### src/rtl/seg7_serial_drv.sv
// rtl/seg7_serial_drv.sv - serial frame driver for N-digit 7-segment shift-register boards
// Optional blink phase generator enabled by SEG_BLINK_EN.
module seg7_serial_drv #(
  parameter int N_DIGITS  = 8,
  parameter int CLK_DIV   = 2,
  parameter int BLINK_DIV = 24
) (
  input  logic                  i_clk,
  input  logic                  i_rst,
  input  logic                  i_start,
  input  logic                  i_mode,
  input  logic                  i_flash,
  input  logic [4*N_DIGITS-1:0] i_hexs,
  input  logic [N_DIGITS-1:0]   i_points,
  input  logic [N_DIGITS-1:0]   i_les,
  input  logic [8*N_DIGITS-1:0] i_raw,
  output logic                  o_busy,
  output logic                  o_done,
  output logic                  o_seg_clk,
  output logic                  o_seg_sout,
  output logic                  o_seg_pen,
  output logic                  o_seg_clrn
);

  localparam int FW = 8 * N_DIGITS;
  localparam int DW = (2 * CLK_DIV > 1) ? $clog2(2 * CLK_DIV) : 1;
  localparam int BW = $clog2(FW);

  localparam logic [DW-1:0] DIV_PRE  = DW'(CLK_DIV - 1);
  localparam logic [DW-1:0] DIV_LAST = DW'(2 * CLK_DIV - 1);
  localparam logic [BW-1:0] BIT_LAST = BW'(FW - 1);

  localparam logic [1:0] ST_IDLE  = 2'd0;
  localparam logic [1:0] ST_LOAD  = 2'd1;
  localparam logic [1:0] ST_SHIFT = 2'd2;
  localparam logic [1:0] ST_LATCH = 2'd3;

  logic [1:0]            r_state;
  logic [DW-1:0]         r_div;
  logic [BW-1:0]         r_bit;
  logic [FW-1:0]         r_shift;
  logic                  r_seg_clk;
  logic                  r_clrn;
  logic                  r_mode;
  logic                  r_flash;
  logic [4*N_DIGITS-1:0] r_hexs;
  logic [N_DIGITS-1:0]   r_points;
  logic [N_DIGITS-1:0]   r_les;
  logic [FW-1:0]         r_raw;
  logic [FW-1:0]         w_frame;
  logic                  w_eff_flash;

`ifdef SEG_BLINK_EN
  logic [BLINK_DIV-1:0] r_blink;

  always_ff @(posedge i_clk or negedge i_rst) begin
    if (!i_rst) r_blink <= '0;
    else        r_blink <= r_blink + 1'b1;
  end

  assign w_eff_flash = i_flash & r_blink[BLINK_DIV-1];
`else
  logic w_unused_blink;
  assign w_unused_blink = (BLINK_DIV > 0);
  assign w_eff_flash    = i_flash;
`endif

  // Active-low {g,f,e,d,c,b,a}; dp is added per digit.
  function automatic logic [6:0] hex_to_seg(input logic [3:0] nib);
    case (nib)
      4'h0: hex_to_seg = 7'h40;
      4'h1: hex_to_seg = 7'h79;
      4'h2: hex_to_seg = 7'h24;
      4'h3: hex_to_seg = 7'h30;
      4'h4: hex_to_seg = 7'h19;
      4'h5: hex_to_seg = 7'h12;
      4'h6: hex_to_seg = 7'h02;
      4'h7: hex_to_seg = 7'h78;
      4'h8: hex_to_seg = 7'h00;
      4'h9: hex_to_seg = 7'h10;
      4'hA: hex_to_seg = 7'h08;
      4'hB: hex_to_seg = 7'h03;
      4'hC: hex_to_seg = 7'h46;
      4'hD: hex_to_seg = 7'h21;
      4'hE: hex_to_seg = 7'h06;
      default: hex_to_seg = 7'h0E;
    endcase
  endfunction

  always_comb begin
    w_frame = '0;
    for (int i = 0; i < N_DIGITS; i++) begin
      if (r_mode)
        w_frame[8*i +: 8] = r_raw[8*i +: 8];
      else if (r_les[i] && r_flash)
        w_frame[8*i +: 8] = 8'hFF;
      else
        w_frame[8*i +: 8] = {~r_points[i], hex_to_seg(r_hexs[4*i +: 4])};
    end
  end

  always_ff @(posedge i_clk or negedge i_rst) begin
    if (!i_rst) begin
      r_state   <= ST_IDLE;
      r_div     <= '0;
      r_bit     <= '0;
      r_shift   <= '0;
      r_seg_clk <= 1'b0;
      r_clrn    <= 1'b0;
      r_mode    <= 1'b0;
      r_flash   <= 1'b0;
      r_hexs    <= '0;
      r_points  <= '0;
      r_les     <= '0;
      r_raw     <= '0;
    end else begin
      r_clrn <= 1'b1;
      case (r_state)
        ST_IDLE: begin
          if (i_start) begin
            r_mode   <= i_mode;
            r_flash  <= w_eff_flash;
            r_hexs   <= i_hexs;
            r_points <= i_points;
            r_les    <= i_les;
            r_raw    <= i_raw;
            r_state  <= ST_LOAD;
          end
        end
        ST_LOAD: begin
          r_shift   <= w_frame;
          r_div     <= '0;
          r_bit     <= '0;
          r_seg_clk <= 1'b0;
          r_state   <= ST_SHIFT;
        end
        ST_SHIFT: begin
          // Data changes only when seg_clk drops, so it is stable across the rising edge.
          if (r_div == DIV_LAST) begin
            r_div     <= '0;
            r_seg_clk <= 1'b0;
            r_shift   <= {r_shift[FW-2:0], 1'b0};
            if (r_bit == BIT_LAST) r_state <= ST_LATCH;
            else                   r_bit   <= r_bit + 1'b1;
          end else begin
            r_div <= r_div + 1'b1;
            if (r_div == DIV_PRE) r_seg_clk <= 1'b1;
          end
        end
        default: r_state <= ST_IDLE;
      endcase
    end
  end

  assign o_busy     = (r_state == ST_LOAD) || (r_state == ST_SHIFT);
  assign o_done     = (r_state == ST_LATCH);
  assign o_seg_pen  = (r_state != ST_SHIFT);
  assign o_seg_clk  = r_seg_clk;
  assign o_seg_sout = r_shift[FW-1];
  assign o_seg_clrn = r_clrn;

endmodule

### config.mk
export PLATFORM = sky130hd
export DESIGN_NAME = seg7_serial_drv
export DESIGN_NICKNAME = d
export VERILOG_FILES = /design/src/rtl/seg7_serial_drv.sv
export SDC_FILE = /design/constraint.sdc
export NUM_CORES = 1
export LEC_CHECK = 0
export ABC_AREA = 1
export CORE_ASPECT_RATIO = 1.2
export CORE_MARGIN = 5
export CORE_UTILIZATION = 55
export CTS_BUF_LIST = sky130_fd_sc_hd__clkbuf_4
export DETAILED_ROUTE_END_ITERATION = 8
export MAX_ROUTING_LAYER = met4
export PLACE_DENSITY = 0.78
export SYNTH_ARGS = -nofsm -noshare
export SYNTH_HDL_FRONTEND = slang
export SYNTH_SLANG_ARGS = --single-unit
### constraint.sdc
create_clock -name i_clk -period 2.3 [get_ports i_clk]
set_clock_uncertainty 0.1 [all_clocks]
set_input_delay 0.575 -clock i_clk [delete_from_list [all_inputs] [get_ports i_clk]]
set_output_delay 0.575 -clock i_clk [all_outputs]
set_load 0.05 [all_outputs]
# Word-level counts from Yosys, hierarchy flattened
# Memory sizes are Yosys's and may differ from the RTL's.
# Index checks and enable logic that the tools add are counted.
# word_totals
romBits	896
mem_count	8
ff_bits	190
input_bits	117
# op_classes
reduce_logical	16
n_addsub	2
n_bitwise	8
mux	30
eq_ne	12
# memory_table
name	depth	width	rd	rd_ports_with_merged_regs	write_ports	line_no	text
(name not given)	16	7	1	0	0	70	case (nib)
(name not given)	16	7	1	0	0	70	
(name not given)	16	7	1	0	0	70	
(name not given)	16	7	1	0	0	70	
(name not given)	16	7	1	0	0	70	
(name not given)	16	7	1	0	0	70	
2 more memories	-	-	-	-	-	-	
# ops
operator	count
2-to-1 mux 8 bit	16
one-hot mux 64 bit (2 select lines)	1
2-to-1 mux 64 bit	1
2-to-1 mux 6 bit	2
one-hot mux 6 bit (2 select lines)	1
inequality test 2 bit (second input constant)	5
logical AND 1 bit	8
2-to-1 mux 2 bit	4
NOT 1 bit	8
adder 6 x 1 -> 6 bit (second input constant)	1
== test 2 bit (second input constant)	3
== test 6 bit (second input constant)	1
one-hot mux 2 bit (3 select lines)	1
AND reduction 2 bit	3
AND reduction 3 bit	2
== test 2 x 1 -> 1 bit (second input constant)	2
one-hot mux 2 bit (2 select lines)	1
inequality test 3 bit (second input constant)	1
adder 2 x 1 -> 2 bit (second input constant)	1
zero test 2 bit	1
2-to-1 mux 1 bit	2
one-hot mux 1 bit (2 select lines)	1
nonzero test 2 bit	1
logical OR 1 bit	1

# Longest topological paths before layout
# Gate-level depths: netlist (run 1).
# depth
ltp_word	4
ltp_mapped	11

# Least setup slack after synthesis (run 1)
# Ideal clock, no wire load.
# synth_timing
path_kind	reg-to-output
start	register r_state[0]
end	output port o_seg_pen
arrival_time_ns	1.140
required_time_ns	1.625
slack_ns	0.485
n_path_buf	1
stages_incl_launch_ff	5
cell_sequence	dfrtp_1 -> inv_1 -> ha_1 -> inv_2 -> buf_2
# synth_between
elab_chain_len	1
# synth_rtl
element	line_no	text
start: declaration	38	logic [1:0] r_state;
start signal: assignment	104	r_state <= ST_IDLE;
start signal: assignment	127	r_state <= ST_LOAD;
start signal: assignment	135	r_state <= ST_SHIFT;
inequality test 2 bit	157	assign o_seg_pen = (r_state != ST_SHIFT);
end: declaration	21	output logic o_seg_pen,
# Every way passes these cells.

# Worst setup path after layout (run 1)
# layout_timing
start	register r_state[1]
end	output port o_done
# layout_between
elab_chain_len	1
# layout_rtl
element	line_no	text
== test 2 bit	156	assign o_done = (r_state == ST_LATCH);
end: declaration	18	output logic o_done,
# Every way passes these cells.

==> results of run 1 <==
[routing by layer]
layer / share of wire [%] / up-vias / GRT usage, %
met4: 1.7 / 0 / 5.436
li1: - / 4608 / -
met1: 45 / 4272 / 28.63
met2: 50 / 207 / 38.45
met5: 0 / - / -
met3: 3.4 / 38 / 3.572
[cells in the mapped netlist (all sizes together)]
library cell,instances
nand4,1
a21oi,71
clkinv,1
mux2,62
o21ai,68
a31o,1
and2,1
o22ai,1
nor3,1
conb,1
o31ai,1
nand3b,1
nand3,95
or2,23
nor2,198
dfrtp,190
inv,100
o211ai,12
clkbuf,20
ha,64
buf,43
o21bai,5
nand2,431
[logic make-up (layout without fill, tap and decap cells)]
family | count (synthesis) | in the layout | synth area share (%)
AND/OR/NAND/NOR | 751 | 751 | 27.82
flip-flops | 190 | 190 | 43.93
buffers and inverters | 164 | 282 | 6.520
AO/OA/AOI/OAI | 159 | 159 | 7.850
adder cells (fa/ha/maj) | 64 | 64 | 7.399
multiplexers | 62 | 62 | 6.451
other | 1 | 2 | 0.03465
[worst register-to-register path: stages (launching register included)]
cell and delay [ps]:
dfrtp_1 420, buf_4 160, ha_1 180, inv_1 90
nor2_4 40, inv_2 140, nand2_2 120, clkinv_2 80
buf_12 310, nor2_1 160, nand2_1 80, o21ai_0 70
[repair_timing]
action / in CTS / in global routing
hold buffers: 1 / 0
endpoints found under the setup margin: 5 / 2
buffers inserted: 2 / 1
pin swaps: 0 / 0
endpoints found under the hold margin: 47 / 0
gates resized for setup: 5 / 8
[sequential cells by signal, indices dropped and copies added, names as in the netlist]
signal,flops
o_seg_clk,1
o_seg_clrn,1
r_bit,6
r_div,2
r_flash,1
r_hexs,32
r_les,8
r_mode,1
r_points,8
r_raw,64
r_shift,64
r_state,2
[through the flow]
step / hold slack [ps] / util (%) / instances
4_1_cts: 386.1 / 65.25 / 1769
2_1_floorplan: 179.4 / - / 1391
3_3_place_gp: 356.5 / 63.48 / 1734
3_5_place_dp: 366.5 / 63.48 / 1734
6_report: 398.2 / 65.45 / 1771
5_1_grt: 409.7 / 65.45 / 1771
[power by group through the flow]
stage / clock, mW / sequential [mW] / combinational, mW
floorplan: 0 / 5.60 / 6.65
global placement: 0 / 6.05 / 8.32
detailed placement: 0 / 6.08 / 8.52
CTS: 2.07 / 6.01 / 8.58
global route: 2.20 / 6.25 / 9.87
finish: 2.03 / 6.04 / 8.63
[layout make-up]
cell class,instances,area [sq um]
Timing Repair Buffer,149,1560
Fill cell,1691,6729
Tap cell,261,326.6
Sequential cell,190,4756
Clock buffer,20,150.1
Multi-Input combinational cell,1037,5400
Clock inverter,12,168.9
Antenna cell,1,2.502
Inverter,101,385.4
[path summary, 6_finish.rpt]
kind	from	endpoint	slack (ps)	cells past startpoint
max	r_state[1]$_DFFE_PN0P_	o_done	50	3
min	i_rst	r_hexs[10]$_DFFE_PN0P_	400	2
max reg2reg	r_state[0]$_DFFE_PN0P_	r_shift[55]$_DFFE_PN0P_	240	11
min reg2reg	r_shift[17]$_DFFE_PN0P_	r_shift[17]$_DFFE_PN0P_	400	2
max in group asynchronous	i_rst	r_shift[42]$_DFFE_PN0P_	1080	3
min in group i_clk	r_shift[17]$_DFFE_PN0P_	r_shift[17]$_DFFE_PN0P_	400	2
==> out/qor.txt, run 1 <==
DP Worst Slack: 186.0 ps
CP Data Required Time: 1620 ps
Die X: 138.1 um
Clock Sinks: 190
max_slew headroom: 60.48%
commonest non-fill, non-tap cells in the layout: nand2_1, nor2_1, dfrtp_1
detailed-route via count: 9125
Residual DRC: 0
CP max stage delay: 470 ps
Post-Syn Area: 10820 sq um
cell area power density: 1310 nW/um^2
vias per cell: 5.152
placed cell area: 12360 sq um
CTS tree: done
I/O Pins: 123
First-pass DRT Iterations: 8
Final ANT Viol Nets: 0
total track usage: 22.60%
outcome: finished, final reports clean
hold crit path type: in -> async
Flop pwr share: 36.2%
Comb pwr share: 51.7%
final WL: 24470 um
Critical-path top delay cell: dfrtp_2
Crit Path Class: reg -> out
share of layout cells above drive strength 1: 10.27%
PortBufs: 122
Congestion Overflow GR: 0
syn_area_per_cell: 7.781 sq um
Clock Path Buffers: 2
vias in the first global route: 8795
final setup vio count: 0
total power: 16.70 mW
DRT iter0 DRCs: 782
Seq cells post-synth: 190
Reg clk slew, reported paths: 160 ps
unrepaired setup endpoints after global routing: false
maximum clock frequency: 445.2 MHz
post-synth top area share: 43.93%
cell-by-cell trace of the critical path: buf_4, ha_1, buf_6
Least-Margin Pin Slew: 592.7 ps
Seq/Total Area, Yosys: 43.93%
final worst-path cycle share: 97.66%
setup TNS: 0 ps
Clk pwr share: 12.1%
commonest non-fill, non-tap cell in the layout: nand2_1
CP Buf/Inv Count: 2
Final Hold Vio Count: 0
Crit Path Max Fanout: 4
final net count: 1677
Starting Density: 55.56%
Yosys warning count: 0
die area: 22590 sq um
post-layout minimum cycle time: 2246 ps
Gate Count Post-Synth: 1391
cell taking the most area after synthesis: dfrtp_1
Internal Power: 9.216 mW
initial antenna violation count: 1
switching part of the total: 44.82%
final worst slack: 53.83 ps
# rows: 56
post-DP HPWL: 17360 um
Worst VDD drop: 0.7034 mV
root buf cell: clkbuf_4
core footprint: 19480 sq um
crit-path leading delay family: flip-flops
Setup crit end kind: output port
H-Tree Depth: 4
Area contributors post-synth: dfrtp_1, nand2_1, ha_1
Die Ht: 163.7 um
post-synth cell types: 33
P_sw: 7.485 mW
CTS buffer count: 17
RePlAce Congestion: 0.9199
startpoint types: flip-flop
global-route wire length before repair: 41800 um
Avg WL per Cell: 13.82 um
CP arrival: 1570 ps
Worst-Skew Late Latency: 590 ps
Max Cap Viol: 0
Area Growth Syn to Fin: 17.80%
P_leak: 6.341 nW
Net Count, Synth: 1572
largest net degree at the start of global routing: 108
post-route cell area: 12750 sq um
Slew Viols, Final: 0
Note: power is estimated with default switching activity, not from simulation.
==> inputs of run 2 (changes only) <==
Settings changed: CORE_MARGIN 5 to 2.
==> out/qor.txt, run 2 (synthesis results as in run 1) <==
outcome: finished, final reports clean
share of layout cells above drive strength 1: 10.61% (+0.34 points)
multi-input logic area: 5400 sq um (unchanged)
final setup vio count: 0 (unchanged)
I/O Pins: 123 (unchanged)
P_sw: 7.396 mW (-1.2%)
Residual DRC: 0 (unchanged)
total track usage: 24.28% (+1.7 points)
global-route wire length before repair: 40260 um (-3.7%)
Area Growth Syn to Fin: 18.02%
Max Cap Viol: 0 (unchanged)
largest net degree at the start of global routing: 74 (-31%)
Final ANT Viol Nets: 0 (unchanged)
cell area power density: 1301 nW/um^2 (-0.67%)
detailed-route via count: 9161 (+0.39%)
startpoint types: flip-flop
Setup crit end kind: output port
Least-Margin Pin Slew: 704.4 ps (+111.7 ps)
placed cell area: 12400 sq um (+0.28%)
Crit Path Class: reg -> out
Final Hold Vio Count: 0 (unchanged)
final WL: 23660 um (-3.3%)
RePlAce Congestion: 0.9137 (-0.67%)
Slew Viols, Final: 0 (unchanged)
CTS tree: done
CP Data Required Time: 1620 ps (about the same)
PortBufs: 122 (unchanged)
initial antenna violation count: 1 (unchanged)
CTS buffer count: 17 (unchanged)
Die X: 132.1 um (-4.3%)
biggest regs: r_raw (64), r_shift (64), r_hexs (32)
final worst-path cycle share: 97.19% (-0.47 points)
post-DP HPWL: 16950 um (-2.4%)
Register Area: 4755 sq um (about the same)
Clock Path Buffers: 2 (unchanged)
Die Ht: 157.7 um (-3.7%)
Comb pwr share: 51.9% (+0.2 points)
Crit Path Max Fanout: 3 (-1)
final net count: 1685 (+0.48%)
Clock Sinks: 190 (unchanged)
# rows: 56 (unchanged)
P_leak: 6.377 nW (+0.56%)
post-route cell area: 12770 sq um (+0.19%)
max_slew headroom: 52.72% (-7.8 points)
root buf cell: clkbuf_4
Worst VDD drop: 0.6376 mV (-9.4%)
vias in the first global route: 8659 (-1.5%)
total power: 16.62 mW (-0.48%)
unrepaired setup endpoints after global routing: true
Reg clk slew, reported paths: 140 ps (-20 ps)
Clk pwr share: 11.9% (-0.2 points)
vias per cell: 5.150 (about the same)
die area: 20820 sq um (-7.9%)
Congestion Overflow GR: 0 (unchanged)
commonest non-fill, non-tap cells in the layout: nand2_1, nor2_1, dfrtp_1
Avg WL per Cell: 13.30 um (-3.8%)
Starting Density: 55.76% (+0.20 points)
Worst-Skew Late Latency: 580 ps (about the same)
post-layout minimum cycle time: 2235 ps (-10.77 ps)
hold crit path type: reg -> reg
maximum clock frequency: 447.3 MHz (+0.48%)
core footprint: 19410 sq um (-0.36%)
commonest non-fill, non-tap cell in the layout: nand2_1
number of fill cells: 1673 (-1.1%)
H-Tree Depth: 4 (unchanged)
switching part of the total: 44.50% (-0.32 points)
DRT iter0 DRCs: 625 (-20%)
WHS: 394.4 ps (-3.716 ps)
Flop pwr share: 36.3% (about the same)
Internal Power: 9.225 mW (about the same)
First-pass DRT Iterations: 5 (-3)
CP arrival: 1560 ps (about the same)
run 2: changes by cell type in the layout (fill, tap and decap cells not counted), sizes merged:
cell	change
buf	+8
clkbuf	-1
clkinv	+2
clkinvlp	-3
inv	+2
run 2: metrics by stage:
step | cells | setup TNS, ps | worst slack, ps | util (%)
after floorplan | 1391 | 0 | 484.9 | -
after global placement | 1742 | 0 | 178.6 | 63.89
after detailed placement | 1742 | 0 | 154.7 | 63.89
after CTS | 1777 | -119.0 | -78.81 | 65.61
after global routing | 1779 | -20.26 | -10.60 | 65.81
final | 1779 | 0 | 64.60 | 65.81
run 2: power by group through the flow:
stage | logic, mW | registers [mW] | clock network (mW)
CTS | 8.55 | 6.00 | 2.04
global placement | 8.27 | 6.03 | 0
detailed placement | 8.48 | 6.08 | 0
floorplan | 6.65 | 5.60 | 0
finish | 8.62 | 6.03 | 1.97
global route | 9.83 | 6.22 | 2.20
run 2: what timing repair did:
action,CTS,global route
resized for setup,4,7
endpoints found under the hold margin,54,0
pin swaps,0,1
hold buffers,1,0
endpoints found under the setup margin,5,2
setup buffers,2,1
run 2: worst max-delay path: stages, from the launching register on:
cell,delay (ps)
dfrtp_1,470
buf_4,170
ha_1,190
buf_6,150
run 2: routing by layer:
metal	up-vias	part of all wire (%)	global-route usage, %
met4	0	1.9	7.764
met2	203	51	41.94
met5	-	0	-
met1	4297	44	29.63
met3	33	3.6	3.458
li1	4628	-	-
run 2: cell type report:
type                            instances  area share, %
Clock buffer                           19          1.117
Tap cell                              261          2.557
Clock inverter                         13          1.322
Multi-Input combinational cell       1037          42.28
Inverter                              101          2.997
Timing Repair Buffer                  157          12.49
Sequential cell                       190          37.22
Antenna cell                            1        0.01959
run 2: path summary, 6_finish.rpt:
check / start / endpoint / slack (ps) / cells after the start
max: r_state[1]$_DFFE_PN0P_ / o_done / 60 / 3
min: r_shift[45]$_DFFE_PN0P_ / r_shift[45]$_DFFE_PN0P_ / 390 / 2
max reg2reg: r_state[0]$_DFFE_PN0P_ / r_shift[17]$_DFFE_PN0P_ / 280 / 11
min reg2reg: r_shift[45]$_DFFE_PN0P_ / r_shift[45]$_DFFE_PN0P_ / 390 / 2
max in group asynchronous: i_rst / r_points[0]$_DFFE_PN0P_ / 1040 / 3
min in group asynchronous: i_rst / r_shift[12]$_DFFE_PN0P_ / 440 / 2
==> inputs of run 3 (changes only) <==
Settings changed: CTS_CLUSTER_SIZE set to 28.
==> results of run 3 <==
No change in the layout: final DEF, timing and power equal those of run 2.
==> patch (settings of run 2) <==
Put a register stage on the outputs `o_busy`, `o_done`, `o_seg_sout` and `o_seg_pen`, cleared by the reset. The values now appear one clock later. The other outputs are not delayed to match.
--- a/src/rtl/seg7_serial_drv.sv
+++ b/src/rtl/seg7_serial_drv.sv
@@ -152,11 +152,20 @@
     end
   end
 
-  assign o_busy     = (r_state == ST_LOAD) || (r_state == ST_SHIFT);
-  assign o_done     = (r_state == ST_LATCH);
-  assign o_seg_pen  = (r_state != ST_SHIFT);
+  always_ff @(posedge i_clk or negedge i_rst) begin
+    if (!i_rst) begin
+      o_busy     <= '0;
+      o_done     <= '0;
+      o_seg_sout <= '0;
+      o_seg_pen  <= '0;
+    end else begin
+      o_busy     <= (r_state == ST_LOAD) || (r_state == ST_SHIFT);
+      o_done     <= (r_state == ST_LATCH);
+      o_seg_sout <= r_shift[FW-1];
+      o_seg_pen  <= (r_state != ST_SHIFT);
+    end
+  end
   assign o_seg_clk  = r_seg_clk;
-  assign o_seg_sout = r_shift[FW-1];
   assign o_seg_clrn = r_clrn;
 
 endmodule
Formal check against the unedited RTL: not equivalent (Yosys sat finds a counterexample within 4 cycles, from zero or initial values and one cycle with i_rst low).
==> patch against run 2 <==
- combinational power down 3.6%
- critical path depth is 2 lower
- count of clock-buffer cells in the layout unchanged
- non-clock buffer count decreased by 11
- area after synthesis rose by 0.59%
- final area is 0.33% lower
- worst hold slack got worse by 74 ps
- routed wire length is essentially flat
- power fell by 2.3%
- sequential power up 1%
- sequential cell count up 4
- setup slack better by 81 ps
- synthesized cell count shrank 0.29%
==> patch: results (changes against run 2) <==
* Status: finished clean
* Final WL at 23700 um (about the same)
* Worst R2R Setup Slack at 300 ps (+20 ps)
* Sw frac at 45.0% (+0.54 points)
* Mapped Nets at 1568 (-0.25%)
* Yosys cell types at 28 (-15%)
* Synth top area cells: dfrtp_1 (45%), nand2_1 (15%), ha_1 (7.4%), nor2_1 (6.5%), mux2_2 (6.3%)
* Register area share after synthesis at 44.6% (+0.66 points)
* Non-Filler Instances at 1766 (-0.73%)
* Data arrival time of the critical path at 1480 ps (-80 ps)
* Cell area after placement at 12400 sq um (+0.35%)
* Pre-CTS setup slack at 200 ps (+45.0 ps)
* Synth top cells by count: nand2_1 (424), dfrtp_1 (194), nor2_1 (188)
* GRT Util Overall at 24.1% (-0.16 points)
* CP max stage cell: dlygate4sd2_1
* Hpwl dp at 16800 um (-0.91%)
* IR drop worst, VDD at 626 uV (-1.8%)
* DRC marker count from the first detailed-route iteration at 563 (-9.9%)
* 1st-pass router iterations at 6 (+1)
* Vias in the first global route at 8530 (-1.5%)
* Slew Limit Headroom at 57.4% (+4.6 points)
* Crit-path max cell delay at 530 ps (+60 ps)
* Crit path launch: o_seg_clk
* First-pass GRT wire length at 40100 um (-0.48%)
* Largest net degree at the start of global routing at 55 (-26%)
* Leakage power at 6.32 nW (-0.87%)
* Placed cell count at 1732 (-0.57%)
* Delay-heaviest family, CP: buffers and inverters
* Clk_lat worst skew at 600 ps (+20 ps)
* FF-to-FF End: r_shift[30]
* Worst reg-to-reg path cell count at 9 (-2)
* CP Max Fanout at 2 (-1)
* RD Place Congestion at 0.922 (+0.86%)
## patch: cell count changes after synthesis, moves of 6 or more
cell / run 2 / this run
or2_2: 17 / 24
nor2_1: 197 / 188
o21ai_1: 7 / 1
nand2_1: 430 / 424
o21ai_0: 61 / 69
nand3_1: 95 / 105
## patch: final cells by class
class / count / area, sq um
Antenna cell: 1 / 2.50
Fill cell: 1744 / 6750
Clock inverter: 13 / 138
Sequential cell: 194 / 4850
Timing Repair Buffer: 146 / 1510
Tap cell: 261 / 327
Inverter: 99 / 373
Clock buffer: 19 / 143
Multi-Input combinational cell: 1033 / 5380
## patch: kinds of logic (layout without fill, tap and decap cells)
group	Yosys count	after routing	synth area share, %
other cells	1	2	0.0344
buf+inv	160	277	6.11
flops	194	194	44.6
compound gates	160	160	7.87
simple gates	747	747	27.7
fa+ha+maj	64	64	7.36
mux	61	61	6.31
## patch: per-stage QoR
step,power [mW],util [%]
after floorplan,12.2,-
after global placement,14.3,63.9
after detailed placement,14.5,63.9
after CTS,16.3,65.3
after global routing,17.9,65.4
final,16.2,65.4
## patch: per-layer routing
layer,vias to the layer above,share of wire (%),GRT usage (%)
met2,169,50,40.5
met3,29,3.4,3.14
met4,0,1.8,7.53
li1,4612,-,-
met1,4231,45,30.7
met5,-,0,-
## patch: worst min-delay path by stage
stage	start	end	slack, ps	cells after the start
2_1_floorplan	i_rst	o_busy	180	0
3_3_place_gp	r_shift[63]	o_seg_sout	290	0
3_5_place_dp	r_shift[63]	o_seg_sout	280	0
4_1_cts	r_shift[63]	o_seg_sout	320	0
5_1_grt	r_shift[63]	o_seg_sout	340	0
6_report	r_shift[63]	o_seg_sout	320	0
## patch: power groups by stage
stage / clock [mW] / combinational (mW) / sequential (mW)
after floorplan: 0 / 6.44 / 5.80
final: 1.83 / 8.31 / 6.10
after global routing: 2.04 / 9.50 / 6.32
after global placement: 0 / 8.14 / 6.11
after detailed placement: 0 / 8.34 / 6.16
after CTS: 1.88 / 8.37 / 6.09
## patch: timing repair
item / 4_1_cts / 5_1_grt
setup endpoints to repair: 6 / 2
setup buffers: 0 / 0
hold buffers: 1 / 0
endpoints found under the hold margin: 46 / 0
gates resized for setup: 6 / 1
